File: src/rtl/mw_load_stage_if.sv
// M-stage inputs and W-stage outputs of the M/W load stage.
interface mw_load_stage_if #(
    parameter int unsigned RETIRE_W = 32
);
    // M-stage side
    logic                IntReq;
    logic                valid_M;
    logic [31:0]         DR;
    logic [31:0]         AO_M;
    logic [31:0]         pc4_M;
    logic [2:0]          ld_type_M;
    logic [1:0]          wd_sel_M;
    logic                RegWrite_M;
    logic [4:0]          A3_M;
    // W-stage side
    logic [31:0]         WD_W;
    logic [4:0]          A3_W;
    logic                WE_W;
    logic [31:0]         pc4_W;
    logic                valid_W;
    logic                adel_W;
    logic [RETIRE_W-1:0] retired;

    modport master (
        output IntReq, valid_M, DR, AO_M, pc4_M, ld_type_M, wd_sel_M, RegWrite_M, A3_M,
        input  WD_W, A3_W, WE_W, pc4_W, valid_W, adel_W, retired
    );

    modport slave (
        input  IntReq, valid_M, DR, AO_M, pc4_M, ld_type_M, wd_sel_M, RegWrite_M, A3_M,
        output WD_W, A3_W, WE_W, pc4_W, valid_W, adel_W, retired
    );
endinterface

File: src/rtl/mw_load_stage.sv
// M/W pipeline register plus write-back load formatter, misalignment
// detection and retired-instruction counter.
module mw_load_stage #(
    parameter int unsigned RETIRE_W = 32
) (
    input  logic                clk,
    input  logic                clr,
    mw_load_stage_if.slave      mw
);
    localparam int unsigned XLEN = 32;

    localparam logic [2:0] LD_LW  = 3'd1;
    localparam logic [2:0] LD_LH  = 3'd2;
    localparam logic [2:0] LD_LHU = 3'd3;
    localparam logic [2:0] LD_LB  = 3'd4;
    localparam logic [2:0] LD_LBU = 3'd5;

    localparam logic [1:0] WD_LOAD = 2'd1;
    localparam logic [1:0] WD_LINK = 2'd2;

    logic [XLEN-1:0]     dr_w;
    logic [XLEN-1:0]     ao_w;
    logic [XLEN-1:0]     pc4_w;
    logic [2:0]          ld_type_w;
    logic [1:0]          wd_sel_w;
    logic                regwrite_w;
    logic [4:0]          a3_w;
    logic                valid_w;
    logic [RETIRE_W-1:0] retired_q;

    logic [15:0]         half_c;
    logic [7:0]          byte_c;
    logic [XLEN-1:0]     load_c;
    logic                adel_c;
    logic [XLEN-1:0]     wd_c;
    logic                we_c;

    // M->W capture; an interrupt loads a bubble in place of the M instruction
    always_ff @(posedge clk or posedge clr) begin
        if (clr) begin
            dr_w       <= '0;
            ao_w       <= '0;
            pc4_w      <= '0;
            ld_type_w  <= '0;
            wd_sel_w   <= '0;
            regwrite_w <= 1'b0;
            a3_w       <= '0;
            valid_w    <= 1'b0;
        end else if (mw.IntReq) begin
            dr_w       <= '0;
            ao_w       <= '0;
            pc4_w      <= '0;
            ld_type_w  <= '0;
            wd_sel_w   <= '0;
            regwrite_w <= 1'b0;
            a3_w       <= '0;
            valid_w    <= 1'b0;
        end else begin
            dr_w       <= mw.DR;
            ao_w       <= mw.AO_M;
            pc4_w      <= mw.pc4_M;
            ld_type_w  <= mw.ld_type_M;
            wd_sel_w   <= mw.wd_sel_M;
            regwrite_w <= mw.RegWrite_M;
            a3_w       <= mw.A3_M;
            valid_w    <= mw.valid_M;
        end
    end

    // Byte/halfword extraction, extension and misalignment check
    always_comb begin
        half_c = ao_w[1] ? dr_w[31:16] : dr_w[15:0];
        case (ao_w[1:0])
            2'd1:    byte_c = dr_w[15:8];
            2'd2:    byte_c = dr_w[23:16];
            2'd3:    byte_c = dr_w[31:24];
            default: byte_c = dr_w[7:0];
        endcase
        load_c = dr_w;
        adel_c = 1'b0;
        case (ld_type_w)
            LD_LW: begin
                adel_c = |ao_w[1:0];
            end
            LD_LH: begin
                load_c = {{16{half_c[15]}}, half_c};
                adel_c = ao_w[0];
            end
            LD_LHU: begin
                load_c = {16'h0000, half_c};
                adel_c = ao_w[0];
            end
            LD_LB:   load_c = {{24{byte_c[7]}}, byte_c};
            LD_LBU:  load_c = {24'h000000, byte_c};
            default: load_c = dr_w;
        endcase
    end

    // Write-data source select and effective write enable
    always_comb begin
        case (wd_sel_w)
            WD_LOAD: wd_c = load_c;
            WD_LINK: wd_c = pc4_w + XLEN'(4);
            default: wd_c = ao_w;
        endcase
        we_c = valid_w & regwrite_w & (a3_w != 5'd0) & ~adel_c;
    end

    // Retired-instruction counter; IntReq only cancels M, so it is ignored here
    always_ff @(posedge clk or posedge clr) begin
        if (clr) begin
            retired_q <= '0;
        end else if (valid_w && !adel_c) begin
            retired_q <= retired_q + RETIRE_W'(1);
        end
    end

    assign mw.WD_W    = wd_c;
    assign mw.A3_W    = a3_w;
    assign mw.WE_W    = we_c;
    assign mw.pc4_W   = pc4_w;
    assign mw.valid_W = valid_w;
    assign mw.adel_W  = adel_c;
    assign mw.retired = retired_q;

endmodule

File: src/flat_wrapper.sv
// flat-port wrapper written by rule: the top's interface ports become plain ports
module mw_load_stage_flat 
#(
    parameter int unsigned RETIRE_W = 32
)
  (clk, clr, mw_IntReq, mw_valid_M, mw_DR, mw_AO_M, mw_pc4_M, mw_ld_type_M, mw_wd_sel_M, mw_RegWrite_M, mw_A3_M, mw_WD_W, mw_A3_W, mw_WE_W, mw_pc4_W, mw_valid_W, mw_adel_W, mw_retired);
  mw_load_stage_if #(.RETIRE_W(RETIRE_W)) mw_i ();
  input  logic clk;
  input  logic clr;
  input wire logic [$bits(mw_i.IntReq)-1:0] mw_IntReq;
  input wire logic [$bits(mw_i.valid_M)-1:0] mw_valid_M;
  input wire logic [$bits(mw_i.DR)-1:0] mw_DR;
  input wire logic [$bits(mw_i.AO_M)-1:0] mw_AO_M;
  input wire logic [$bits(mw_i.pc4_M)-1:0] mw_pc4_M;
  input wire logic [$bits(mw_i.ld_type_M)-1:0] mw_ld_type_M;
  input wire logic [$bits(mw_i.wd_sel_M)-1:0] mw_wd_sel_M;
  input wire logic [$bits(mw_i.RegWrite_M)-1:0] mw_RegWrite_M;
  input wire logic [$bits(mw_i.A3_M)-1:0] mw_A3_M;
  output wire logic [$bits(mw_i.WD_W)-1:0] mw_WD_W;
  output wire logic [$bits(mw_i.A3_W)-1:0] mw_A3_W;
  output wire logic [$bits(mw_i.WE_W)-1:0] mw_WE_W;
  output wire logic [$bits(mw_i.pc4_W)-1:0] mw_pc4_W;
  output wire logic [$bits(mw_i.valid_W)-1:0] mw_valid_W;
  output wire logic [$bits(mw_i.adel_W)-1:0] mw_adel_W;
  output wire logic [$bits(mw_i.retired)-1:0] mw_retired;
  assign mw_i.IntReq = mw_IntReq;
  assign mw_i.valid_M = mw_valid_M;
  assign mw_i.DR = mw_DR;
  assign mw_i.AO_M = mw_AO_M;
  assign mw_i.pc4_M = mw_pc4_M;
  assign mw_i.ld_type_M = mw_ld_type_M;
  assign mw_i.wd_sel_M = mw_wd_sel_M;
  assign mw_i.RegWrite_M = mw_RegWrite_M;
  assign mw_i.A3_M = mw_A3_M;
  assign mw_WD_W = mw_i.WD_W;
  assign mw_A3_W = mw_i.A3_W;
  assign mw_WE_W = mw_i.WE_W;
  assign mw_pc4_W = mw_i.pc4_W;
  assign mw_valid_W = mw_i.valid_W;
  assign mw_adel_W = mw_i.adel_W;
  assign mw_retired = mw_i.retired;
  mw_load_stage #(.RETIRE_W(RETIRE_W)) u_core (.clk(clk), .clr(clr), .mw(mw_i));
endmodule
File: config.mk
export PLATFORM = sky130hd
export DESIGN_NAME = mw_load_stage_flat
export DESIGN_NICKNAME = d
export VERILOG_FILES = /design/src/rtl/mw_load_stage_if.sv /design/src/rtl/mw_load_stage.sv /design/src/flat_wrapper.sv
export SDC_FILE = /design/constraint.sdc
export NUM_CORES = 1
export LEC_CHECK = 0
export ABC_AREA = 1
export BUFFER_PORTS_ARGS = -buffer_cell sky130_fd_sc_hd__buf_2
export CAP_MARGIN = 25
export CORE_MARGIN = 4
export CORE_UTILIZATION = 58
export CTS_CLUSTER_DIAMETER = 40
export DETAILED_ROUTE_END_ITERATION = 8
export GPL_ROUTABILITY_DRIVEN = 0
export MAX_ROUTING_LAYER = met4
export PLACE_DENSITY = 0.87
export SLEW_MARGIN = 20
export SYNTH_ARGS = -nofsm -noshare
export SYNTH_HDL_FRONTEND = slang
export SYNTH_SLANG_ARGS = --single-unit
File: constraint.sdc
create_clock -name clk -period 10.45 [get_ports clk]
set_clock_uncertainty 0.1 [all_clocks]
set_input_delay 0.5225 -clock clk [delete_from_list [all_inputs] [get_ports clk]]
set_output_delay 0.5225 -clock clk [all_outputs]
set_load 0.01 [all_outputs]
Word level (Yosys, flattened, before mapping)

Index checks and enable logic that the tools add are counted.

Word-level logic and storage cells: 43
Register bits: 140
Output and inout port bits: 104
Input port bits: 111

Muxes and demuxes: 13
Bitwise operators: 4
Eq/ne operators: 10
Reductions and logical operators: 5
$add $sub $neg: 2

Operators by type and width:

| kind                                                 | number |
|---|---|
| case mux 32 bit (4 select lines)                     | 1 |
| two-way mux 32 bit                                   | 3 |
| case mux 32 bit (2 select lines)                     | 1 |
| adder 32 x 1 -> 32 bit (second input constant)       | 1 |
| adder 32 x 3 -> 32 bit (second input constant)       | 1 |
| case mux 8 bit (3 select lines)                      | 1 |
| two-way mux 16 bit                                   | 1 |
| equality test 2 bit (second input constant)          | 3 |
| equality test 3 x 2 -> 1 bit (second input constant) | 2 |
| equality test 3 bit (second input constant)          | 2 |
| two-way mux 5 bit                                    | 1 |
| nonzero test 5 bit                                   | 1 |
| equality test 2 x 1 -> 1 bit (second input constant) | 2 |
| OR reduction 2 bit                                   | 2 |
| AND 1 bit                                            | 3 |
| equality test 3 x 1 -> 1 bit (second input constant) | 1 |
| two-way mux 3 bit                                    | 1 |
| two-way mux 1 bit                                    | 2 |
| two-way mux 2 bit                                    | 1 |
| case mux 1 bit (2 select lines)                      | 1 |
| logical AND 1 bit                                    | 1 |
| zero test 1 bit                                      | 1 |
| NOT 1 bit                                            | 1 |

Logic depth before layout (Yosys ltp)

Gate-level depths: netlist (run 1).

Depth after elaboration: 5
Gate-level depth with buffers: 12
Mapped depth without buffers: 11

Worst setup path before layout (run 1)

OpenSTA, ideal clock, no wires.

Path kind: register to output
Start: register u_core.ld_type_w[2]
End: output port mw_WD_W[4]
Required time: 9.828 ns
Data arrival time: 1.656 ns
Cell stages (with the launch flop): 10
Setup slack: 8.171 ns
Buffers on the path: 2
Cell sequence: dfrtp_1 > inv_2 > ha_1 > buf_2 > inv_2 > clkbuf_1 > nor2_1 > nor2_1 > nand3_1 > a21oi_1

Longest elaborated chain between the ends: 3

Ends and longest elaborated chain:

| element                                                             | RTL line             | source |
|---|---|---|
| start: declaration                                                  | mw_load_stage.sv:24  | `logic [2:0] ld_type_w;` |
| start signal: assignment                                            | mw_load_stage.sv:62  | `ld_type_w <= mw.ld_type_M;` |
| equality test 3 bit or equality test 3 x 2 -> 1 bit (tied branches) | mw_load_stage.sv:81  | `case (ld_type_w)` |
| case mux 32 bit (4 select lines) *                                  | mw_load_stage.sv:81  |  |
| case mux 32 bit (2 select lines) *                                  | mw_load_stage.sv:101 | `case (wd_sel_w)` |
| end: declaration                                                    | flat_wrapper.sv:19   | `output wire logic [$bits(mw_i.WD_W)-1:0] mw_WD_W;` |

Mark *: on every way between the ends. The rest lies on a longest branch, timed or not.

Final worst setup path (run 1)

Start: register u_core.ld_type_w[2]
End: output port mw_WD_W[0]

Same word-level chain as after synthesis.

==> results.txt, run 1 <==
- The number of antenna violations at the first check in global routing came to 1.
- Area enclosed by the die boundary: 0.0158 sq mm
* Post-route fraction of the period consumed by the critical path: 33.9%
* Clock root buffer: sky130_fd_sc_hd__clkbuf_16
- Combined global-route utilization of all metal layers: 31.9%
- The final count of hold timing violations came to 0.
* Via total after detailed routing: 8175
- Wire length of the first global-routing pass: 38700 microns
- Counting distinct cell types in the post-synthesis netlist gives 43.
- The clock drives 140 sinks.
- The clock reaches the later pin of the worst-skew pair after 0.43 ns.
- Routed length per placed instance: 15.8 microns
- Count of nets left with antenna violations after detail routing: 0
- By area, the combinational part of the netlist is dominated by simple AND/OR/NAND/NOR gates.
- Number of max-cap violations: 0
- Post-synth net total: 1260
- Cells fill 73.4% of the core in the end.
* Final number of max-transition violations: 0
* Top-Level Pins: 215
- Part of the Yosys area used for sequential elements: 43.8%
* Mean instance size in the synthesized netlist: 7.00 sq um
- The tightest min-delay check is of the in2async type.
- In the final design database the tool counted 1461 nets.
- STA puts the critical path data arrival time at 2.92 ns.
- Summing all multi-input logic gate instances after layout gives 0.00365 sq mm.
- Setup slack after layout: 6.90 ns
* Seq. cell area: 0.00350 sq mm
* Maximum single-stage delay on the critical path: 0.69 ns
* Clock input transition at the sequential cells of the worst setup and hold paths: 0.06 ns
- CP max stage cell: sky130_fd_sc_hd__ha_1
- Compound-Gate Fraction of Synth Area: 5.83%
- Cts hold-fix bufs: 0
- The critical path goes through inv_2 -> ha_1 -> inv_2 -> nand2_1 -> o22ai_1 -> nand2_1 -> nand3_1 -> a22oi_1 -> buf_2.
- After detailed routing, the number of remaining DRC violations is 0.
- Post-CTS timing repair inserted 0 buffers for setup.
- Dpl cells: 1499
* Synth Area in Simple Gates: 37.0%
- Number of buffers on the longest clock path: 2
* 1st-pass router iterations: 5
* Final Non-Filler Cells: 1535
- Filler Cell Count: 1032
- Number of buffer and inverter stages on the critical path: 3
* Maximum number of pins on one net before global-route repair: 109
- STA classifies the critical path endpoint as an output port.
* Largest driver fanout on the critical path: 32
* Max Clock Freq: 282 MHz
- After routing the design area is 0.00984 sq mm.
* Post-synth EDFFs: 0
* Floorplan row count: 42
* Routed Wire Length: 24300 microns
* Startpoint Class: flop
- The number of clock buffers added by TritonCTS is 17.
- Synthesis produced 1144 cells.
- The synthesized netlist occupies a cell area of 0.00801 sq mm.
* Number of global-route vias before repair: 7873
* Clock power frac: 43.6%
* Overall overflow remaining after global route: 0
- Core ar.: 0.0134 sq mm
- Hold timing on the final database bottoms out at a slack of 0.0622 ns.
- Port buffering added 214 buffers.
* Pre-CTS setup slack: 7.42 ns
- Instance area at placement: 0.00914 sq mm
- Combinational power share: 14.9%
- The flow ran to the end, and the final reports show no timing, DRC or antenna violations.
- Net switching is 28.1% of the power.
* Drt initial violations: 949
- Relative slew slack: 39.4%
* Post-cts resize count: 0
- Kind of cell with the highest combined delay on the critical path: adder cells
- Initial standard-cell utilization of the core: 59.8%
* Internal power: 1.05 mW
- VDD sags by at most 0.146 mV.
- For this design the total switching power over the nets is 0.412 mW.
- Measured along the x axis, the die boundary spans 126 microns.
* Standby leakage power: 5.45 nW
* H-Tree Level Count: 4
- The wire-length estimate of the detail-placed layout is 17900 microns.
- In the synthesized netlist the dominant register cell turns out to be sky130_fd_sc_hd__dfrtp_1.
- Chip Height: 126 microns
* Total power consumption of the routed design: 1.47 mW
* Total setup violations reported at the end of the flow: 0
- Transition time at the pin with the least slew margin: 0.910 ns
* Number of synthesized register bits: 140
- Proportion of layout cells with a drive suffix above 1: 23.3%
- Adder and majority gate portion of the synthesized area: 0.781%
- Detail-routed via count per cell: 5.33
- The smallest clock period supported by the final layout is computed as 3.55 ns.
* Synth Area in XOR/XNOR: 1.97%
* Setup total negative slack: 0 ns
* Sequential cell fraction of total power: 41.5%
* Critical path required time: 9.83 ns
* Signed area change from the synthesized netlist to the final layout: 22.8%
- TritonCTS clock tree: done
- Portion of netlist area occupied by mux cells: 0%
- Yosys printed 0 warnings.
- Setup repair after global routing missed its margin: no
* Share of synthesized registers carrying an async set or reset: 100%
- The critical path in this run is classified as reg2out.
- In this run the power density over the cells is 149 mW/mm^2.
-- cell families after synthesis --
family | after synthesis
AOI/OAI and AO/OA | 88
xor gates and xnor gates | 18
adders and majority gates | 5
buffers and inverters | 215
DFF | 140
and+or+nand+nor | 678
-- per-layer routing --
metal	routed length, microns	share of wire (%)	global-route usage [%]
met2	11200	46	47.9
met4	996	4.1	14.7
met1	9740	40	41.7
met3	2290	9.4	6.74
met5	0	0	-
-- state kept, by name, summed over array words and instances, names as in the netlist --
name	flops
u_core.ao_w	32
u_core.dr_w	32
u_core.ld_type_w	3
u_core.mw.A3_W	5
u_core.mw.pc4_W	32
u_core.mw.retired	32
u_core.mw.valid_W	1
u_core.regwrite_w	1
u_core.wd_sel_w	2
-- layout by cell type (no fill, tap or decap), drive strengths merged --
cell | netlist | routed
xnor2 | 4 | 4
o22ai | 6 | 6
or2 | 19 | 19
nand3 | 77 | 77
nand3b | 2 | 2
nor3 | 14 | 14
and2 | 1 | 1
clkinv | 0 | 5
clkinvlp | 0 | 1
buf | 17 | 220
diode | 0 | 2
xor2 | 14 | 14
ha | 5 | 5
inv | 177 | 180
nand4 | 5 | 5
nand2 | 322 | 322
o21ai | 34 | 34
bufinv | 0 | 4
nor3b | 1 | 1
dfrtp | 140 | 140
clkbuf | 21 | 18
nor2 | 237 | 237
a21boi | 1 | 1
o21bai | 2 | 2
a31oi | 2 | 2
a22oi | 2 | 2
a21oi | 41 | 41
-- power groups by stage --
| stage | Sequential, mW | Combinational (mW) | Clock [mW] |
|---|---|---|---|
| floorplan | 0.612 | 0.128 | 0 |
| global placement | 0.614 | 0.209 | 0 |
| detailed placement | 0.616 | 0.213 | 0 |
| CTS | 0.607 | 0.215 | 0.643 |
| global route | 0.611 | 0.243 | 0.671 |
| finish | 0.609 | 0.218 | 0.639 |
-- path summary, 6_finish.rpt --
kind,from,end,slack (ns),depth (start not counted)
setup / recovery,u_core.ld_type_w[2]$_DFF_PP0_,mw_WD_W[0],6.90,9
hold / removal,clr,u_core.ao_w[1]$_DFF_PP0_,0.06,2
setup reg to reg,u_core.ao_w[1]$_DFF_PP0_,u_core.mw.retired[18]$_DFFE_PP0P_,7.98,8
hold reg to reg,u_core.mw.retired[8]$_DFFE_PP0P_,u_core.mw.retired[8]$_DFFE_PP0P_,0.41,1
max in group asynchronous,clr,u_core.ao_w[22]$_DFF_PP0_,9.11,4
min in group clk,mw_valid_M,u_core.mw.valid_W$_DFF_PP0_,0.19,3
-- layout make-up --
class                   instances  area share [%]
diodes                          2          0.0509
clock buffers                  18            4.36
clock inverters                13            1.93
inverters                     177            6.83
multi-input cells             789            37.1
flip-flops and latches        140            35.6
well taps                     176            2.24
repair buffers                220            11.9
-- cell usage after synthesis (2+ instances only) --
library cell               instances  share of area [%]
sky130_fd_sc_hd__nand2_4           2               0.28
sky130_fd_sc_hd__nor3_2            3               0.38
sky130_fd_sc_hd__inv_2             6               0.28
sky130_fd_sc_hd__nor3_1           11               0.69
sky130_fd_sc_hd__nor2_4            7               0.98
sky130_fd_sc_hd__o21ai_0          31                1.9
sky130_fd_sc_hd__a21oi_1          40                2.5
sky130_fd_sc_hd__buf_2            10               0.63
sky130_fd_sc_hd__nand2_2           8               0.63
sky130_fd_sc_hd__o22ai_1           6               0.47
sky130_fd_sc_hd__clkbuf_1         21               0.98
sky130_fd_sc_hd__nand3_2          11                1.4
sky130_fd_sc_hd__nor2_2            5               0.39
sky130_fd_sc_hd__buf_4             2               0.19
sky130_fd_sc_hd__a22oi_1           2               0.19
sky130_fd_sc_hd__buf_1             3               0.14
sky130_fd_sc_hd__nand3_1          65                4.1
sky130_fd_sc_hd__o21bai_1          2               0.19
sky130_fd_sc_hd__xnor2_1           4               0.44
sky130_fd_sc_hd__xor2_1           14                1.5
sky130_fd_sc_hd__o21ai_1           3               0.19
sky130_fd_sc_hd__or2_2            16                1.3
sky130_fd_sc_hd__ha_1              5               0.78
sky130_fd_sc_hd__inv_1           170                8.0
sky130_fd_sc_hd__or2_0             2               0.16
sky130_fd_sc_hd__dfrtp_1         140                 44
sky130_fd_sc_hd__nand3b_1          2               0.19
sky130_fd_sc_hd__nor2_1          224                 11
sky130_fd_sc_hd__nand4_1           3               0.23
sky130_fd_sc_hd__nand2_1         312                 15
sky130_fd_sc_hd__a31oi_1           2               0.16
Note: power is estimated with default switching activity, not from simulation.
==> run 2, diff against run 1 <==
Settings changed: ABC_AREA 1 to 0, CORE_UTILIZATION 58 to 51, PLACE_DENSITY 0.87 to 0.8.
Clock period 10.45 ns to 3.35 ns, I/O delays scaled along.
==> run 2 against run 1 <==
Against the previous run: power grew to 3.2 times the previous value; flip-flop and latch count unchanged; clock power grew to 3.2 times the previous value; routed wire length fell by 9.3%; sequential power rose to 3.1 times the previous value; via count decreased by 21%; final cell count shrank 25%; first-iteration DRC count fell by 42%; core utilization grew 2.6 points; register-to-register slack got worse by 7.1 ns; critical endpoint is now mw_WD_W[17]; largest cell class is now registers.
==> results.txt, run 2 <==
- The run finished with clean final reports.
* Cell area after synthesis: 0.00674 sq mm (-16%)
* Most common cell after layout, fill and taps aside: sky130_fd_sc_hd__buf_2
- The total via count after detailed routing is 6455 (-21%).
- Mean instance size in the synthesized netlist: 10.3 sq um (+48%)
- Sw Share: 26.7% (-1.4 points)
- Initial standard-cell utilization of the core: 52.8% (-7.0 points)
- The area of the die is 0.0151 sq mm (-4.0%).
- The transition time at the pin with the least slew margin was 0.755 ns (-0.154 ns).
- Synth top area cells: sky130_fd_sc_hd__dfrtp_1 (52%), sky130_fd_sc_hd__nor2b_1 (11%), sky130_fd_sc_hd__xor2_1 (5.8%)
- The worst-case vdd ir drop is 0.404 mV (+180%).
* Critical path, cell by cell: inv_1 -> ha_1 -> buf_4 -> a211o_1 -> a2bb2oi_1 -> o21ai_0 -> buf_2
- Clock power frac: 43.5% (about the same)
- In this run the critical register-to-register path is launched from u_core.ld_type_w[2]$_DFF_PP0_.
- Maximum number of pins on one net before global-route repair: 109 (unchanged)
- Combined global-route utilization of all metal layers: 30.0% (-1.8 points)
* Standby leakage power: 4.75 nW (-13%)
- Warning count from the yosys run: 0 (unchanged)
- The total CTS buffers came to 17 (unchanged).
- Startpoint of the most critical hold path: mw_IntReq
- Largest driver fanout on the critical path: 21 (-34%)
- Max Clock Freq: 319 MHz
* Antenna diode count: 0 (-2)
- The top cell types in the final layout, fill and taps aside, are sky130_fd_sc_hd__buf_2 (213), sky130_fd_sc_hd__dfrtp_1 (140), sky130_fd_sc_hd__nor2b_1 (114).
- Share of Yosys cell area claimed by the top area cell type: 52.0% (+8.2 points)
- The number of buffers inserted for hold repair after clock tree synthesis is 109 (+109).
- Die boundary width: 123 microns (-2.0%)
- The worst path needs 3.14 ns of the cycle, external delays included.
- The root buffer cell chosen for the clock tree is sky130_fd_sc_hd__clkbuf_16.
* Most repeated cell in the gate-level netlist after synthesis: sky130_fd_sc_hd__dfrtp_1
* Post-cts resize count: 0 (unchanged)
* WP data arrival: 2.87 ns (-0.05 ns)
- The relative contribution of combinational cells to total power came to 15.6% (+0.7 points).
- Floorplan row count: 41 (-2.4%)
- Number of library cell types mapped by synthesis: 50 (+16%)
- The chip height was 123 microns (-2.0%).
* Filler Cell Count: 815 (-21%)
- The worst slew margin relative to its limit was 49.6% (+10 points).
- CP max stage cell: sky130_fd_sc_hd__ha_1
- The register-to-register setup slack came to 0.90 ns (-7.08 ns).
* Setup total negative slack: 0 ns (unchanged)
- Pre-CTS setup slack: 0.805 ns (-6.62 ns)
- Type of the worst setup path: reg2out
- The power per unit of standard cell area was 482 mW/mm^2 (+220%).
- Number of synthesized register bits: 140 (unchanged)
* Critical path required time: 3.08 ns (-6.75 ns)
* Detailed placement HPWL: 13700 microns (-24%)
* Post CTS Setup Buffer Count: 0 (unchanged)
* Worst-Skew Late Latency: 0.42 ns (about the same)
* TritonCTS clock tree: done
- Detail-routed via count per cell: 5.60 (+5.1%)
- Number of antenna violations at the first check in global routing: 0 (-1)
* Total setup violations reported at the end of the flow: 0 (unchanged)
* Routed length per placed instance: 19.1 microns (+21%)
- Endpoints failing hold: 0 (unchanged)
- The clock-pin slew reported for the worst setup and hold paths after clock tree synthesis was 0.06 ns (about the same).
- The sequential group share of total power is 40.8% (-0.7 points).
- The buffer and inverter count on the worst path came to 3 (unchanged).
* Commonest cells in the netlist: sky130_fd_sc_hd__dfrtp_1 (140), sky130_fd_sc_hd__nor2b_1 (114), sky130_fd_sc_hd__nand2_1 (49)
- Kind of cell with the highest combined delay on the critical path: adder cells
* Clock sinks: 140 (unchanged)
* Drt initial violations: 554 (-42%)
- Core ar.: 0.0128 sq mm (-4.7%)
* Internal power: 3.43 mW (+230%)
- Number of buffers on the longest clock path: 2 (unchanged)
- Net switching component of the power: 1.25 mW (+200%)
* Share of synthesized registers carrying an async set or reset: 100% (unchanged)
- The global route total overflow is 0 (unchanged).
- Count of nets left with antenna violations after detail routing: 0 (unchanged)
- The combined area of the multi-input logic cells came to 0.00302 sq mm (-17%).
- The via count of the first global-routing pass came to 6541 (-17%).
- The sequential element share of the synthesized area came to 52.0% (+8.2 points).
- The share of post-route cells with drive strength above 1 came to 27.4% (+4.1 points).
- Compared with the post-synthesis result, the final layout area differs by 44.0%.
- The final critical path takes up 93.6% of the cycle.
- The worst hold path belongs to the class in2reg.
- Cell type with the highest aggregate area in the netlist: sky130_fd_sc_hd__dfrtp_1
* Seq. cell area: 0.00350 sq mm (unchanged)
- The stage delay of the slowest cell on the critical path came to 0.77 ns (+0.08 ns).
- Final nets: 1084 (-26%)
- The detailed-router iteration count before antenna repair is 5 (unchanged).
- Setup repair after global routing left no endpoint under its margin.
* Routed Wire Length: 22000 microns (-9.3%)
- The post-layout worst setup margin came to 0.214 ns (-6.69 ns).
- The port buffer count was 214 (unchanged).
* H-Tree Level Count: 4 (unchanged)
- The most used flip-flop cell after synthesis is sky130_fd_sc_hd__dfrtp_1.
* Startpoint Class: flop
- The number of enable-type register cells in the synthesized netlist is 0 (unchanged).
- In this run the worst setup path begins at u_core.wd_sel_w[0]$_DFF_PP0_.
- STA classifies the critical path endpoint as an output port.
- Wire length of the first global-routing pass: 33500 microns (-13%)
- The instance count of the mapped netlist came to 652 (-43%).
* Number of max-cap violations: 0 (unchanged)
- Remaining design rule violation count: 0 (unchanged)
- Post-synth net total: 768 (-39%)
* Final number of max-transition violations: 0 (unchanged)
- The top-level port count was 215 (unchanged).
-- run 2: cell types whose count changed in the layout (fill, tap and decap cells not counted), sizes merged, moves of 10 or more --
cell	previous run	this run
a21oi	41	25
dlygate4sd3	0	109
inv	180	18
nand2	322	49
nand3	77	22
nand4	5	15
nor2	237	30
nor2b	0	114
nor4	0	10
o21ai	34	17
o221ai	0	22
or2	19	0
xor2	14	45
-- run 2: worst register-to-register path: cells and delay by family, from the launching register on --
kind / cells / cell delay [ns]
AO/OA/AOI/OAI: 1 / 0.44
XOR/XNOR: 1 / 0.18
adder cells (fa/ha/maj): 1 / 0.17
buffers and inverters: 1 / 0.07
flip-flops: 1 / 0.45
AND/OR/NAND/NOR: 3 / 0.96
-- run 2: routing by layer --
| metal | global-route usage, % | part of all wire, % | up-vias |
|---|---|---|---|
| met3 | 6.18 | 7.4 | 82 |
| met1 | 36.3 | 38 | 3116 |
| met5 | - | 0 | - |
| met2 | 49.1 | 51 | 358 |
| met4 | 13.1 | 4.1 | 0 |
| li1 | - | - | 2899 |
-- run 2: final timing paths --
path,end,cells after the start
worst max register to register,u_core.mw.retired[26]$_DFFE_PP0P_,7
worst max-delay path,mw_WD_W[17],7
max in group asynchronous,u_core.ao_w[2]$_DFF_PP0_,4
worst min-delay path,u_core.mw.pc4_W[18]$_DFF_PP0_,2
min in group asynchronous,u_core.mw.retired[27]$_DFFE_PP0P_,4
worst min register to register,u_core.mw.retired[31]$_DFFE_PP0P_,1
-- run 2: cell type report --
cell class	instances	share of cell area [%]
clock buffer	20	4.70
clock inverter	12	1.89
inverter	17	0.696
multi-input combinational	459	31.1
sequential	140	36.1
tap	172	2.22
timing repair buffer	333	23.3
-- run 2: logic make-up after synthesis --
logic type	share of synthesized area (%)
and+or+nand+nor	24.3
xor gates and xnor gates	7.40
adders and majority gates	0.928
AOI/OAI and AO/OA	10.9
DFF	52.0
muxes	1.22
buffers and inverters	3.30
-- run 2: metrics by stage --
stage / util [%] / power, mW / area [sq um] / instances / hold slack [ns]
4_1_cts: 75.8 / 4.66 / 9690 / 1152 / 0.323
3_5_place_dp: 62.3 / 2.54 / 7960 / 1011 / 0.252
5_1_grt: 76.0 / 4.84 / 9710 / 1153 / 0.147
2_1_floorplan: - / 2.26 / 6750 / 652 / 0.205
6_report: 76.0 / 4.68 / 9710 / 1153 / 0.136
3_3_place_gp: 62.3 / 2.53 / 7960 / 1011 / 0.248
-- run 2: power groups by stage --
stage | Sequential (mW) | Clock, mW | Combinational (mW)
CTS | 1.91 | 2.05 | 0.713
global placement | 1.93 | 0 | 0.598
detailed placement | 1.93 | 0 | 0.608
floorplan | 1.93 | 0 | 0.338
global route | 1.92 | 2.13 | 0.794
finish | 1.91 | 2.04 | 0.731
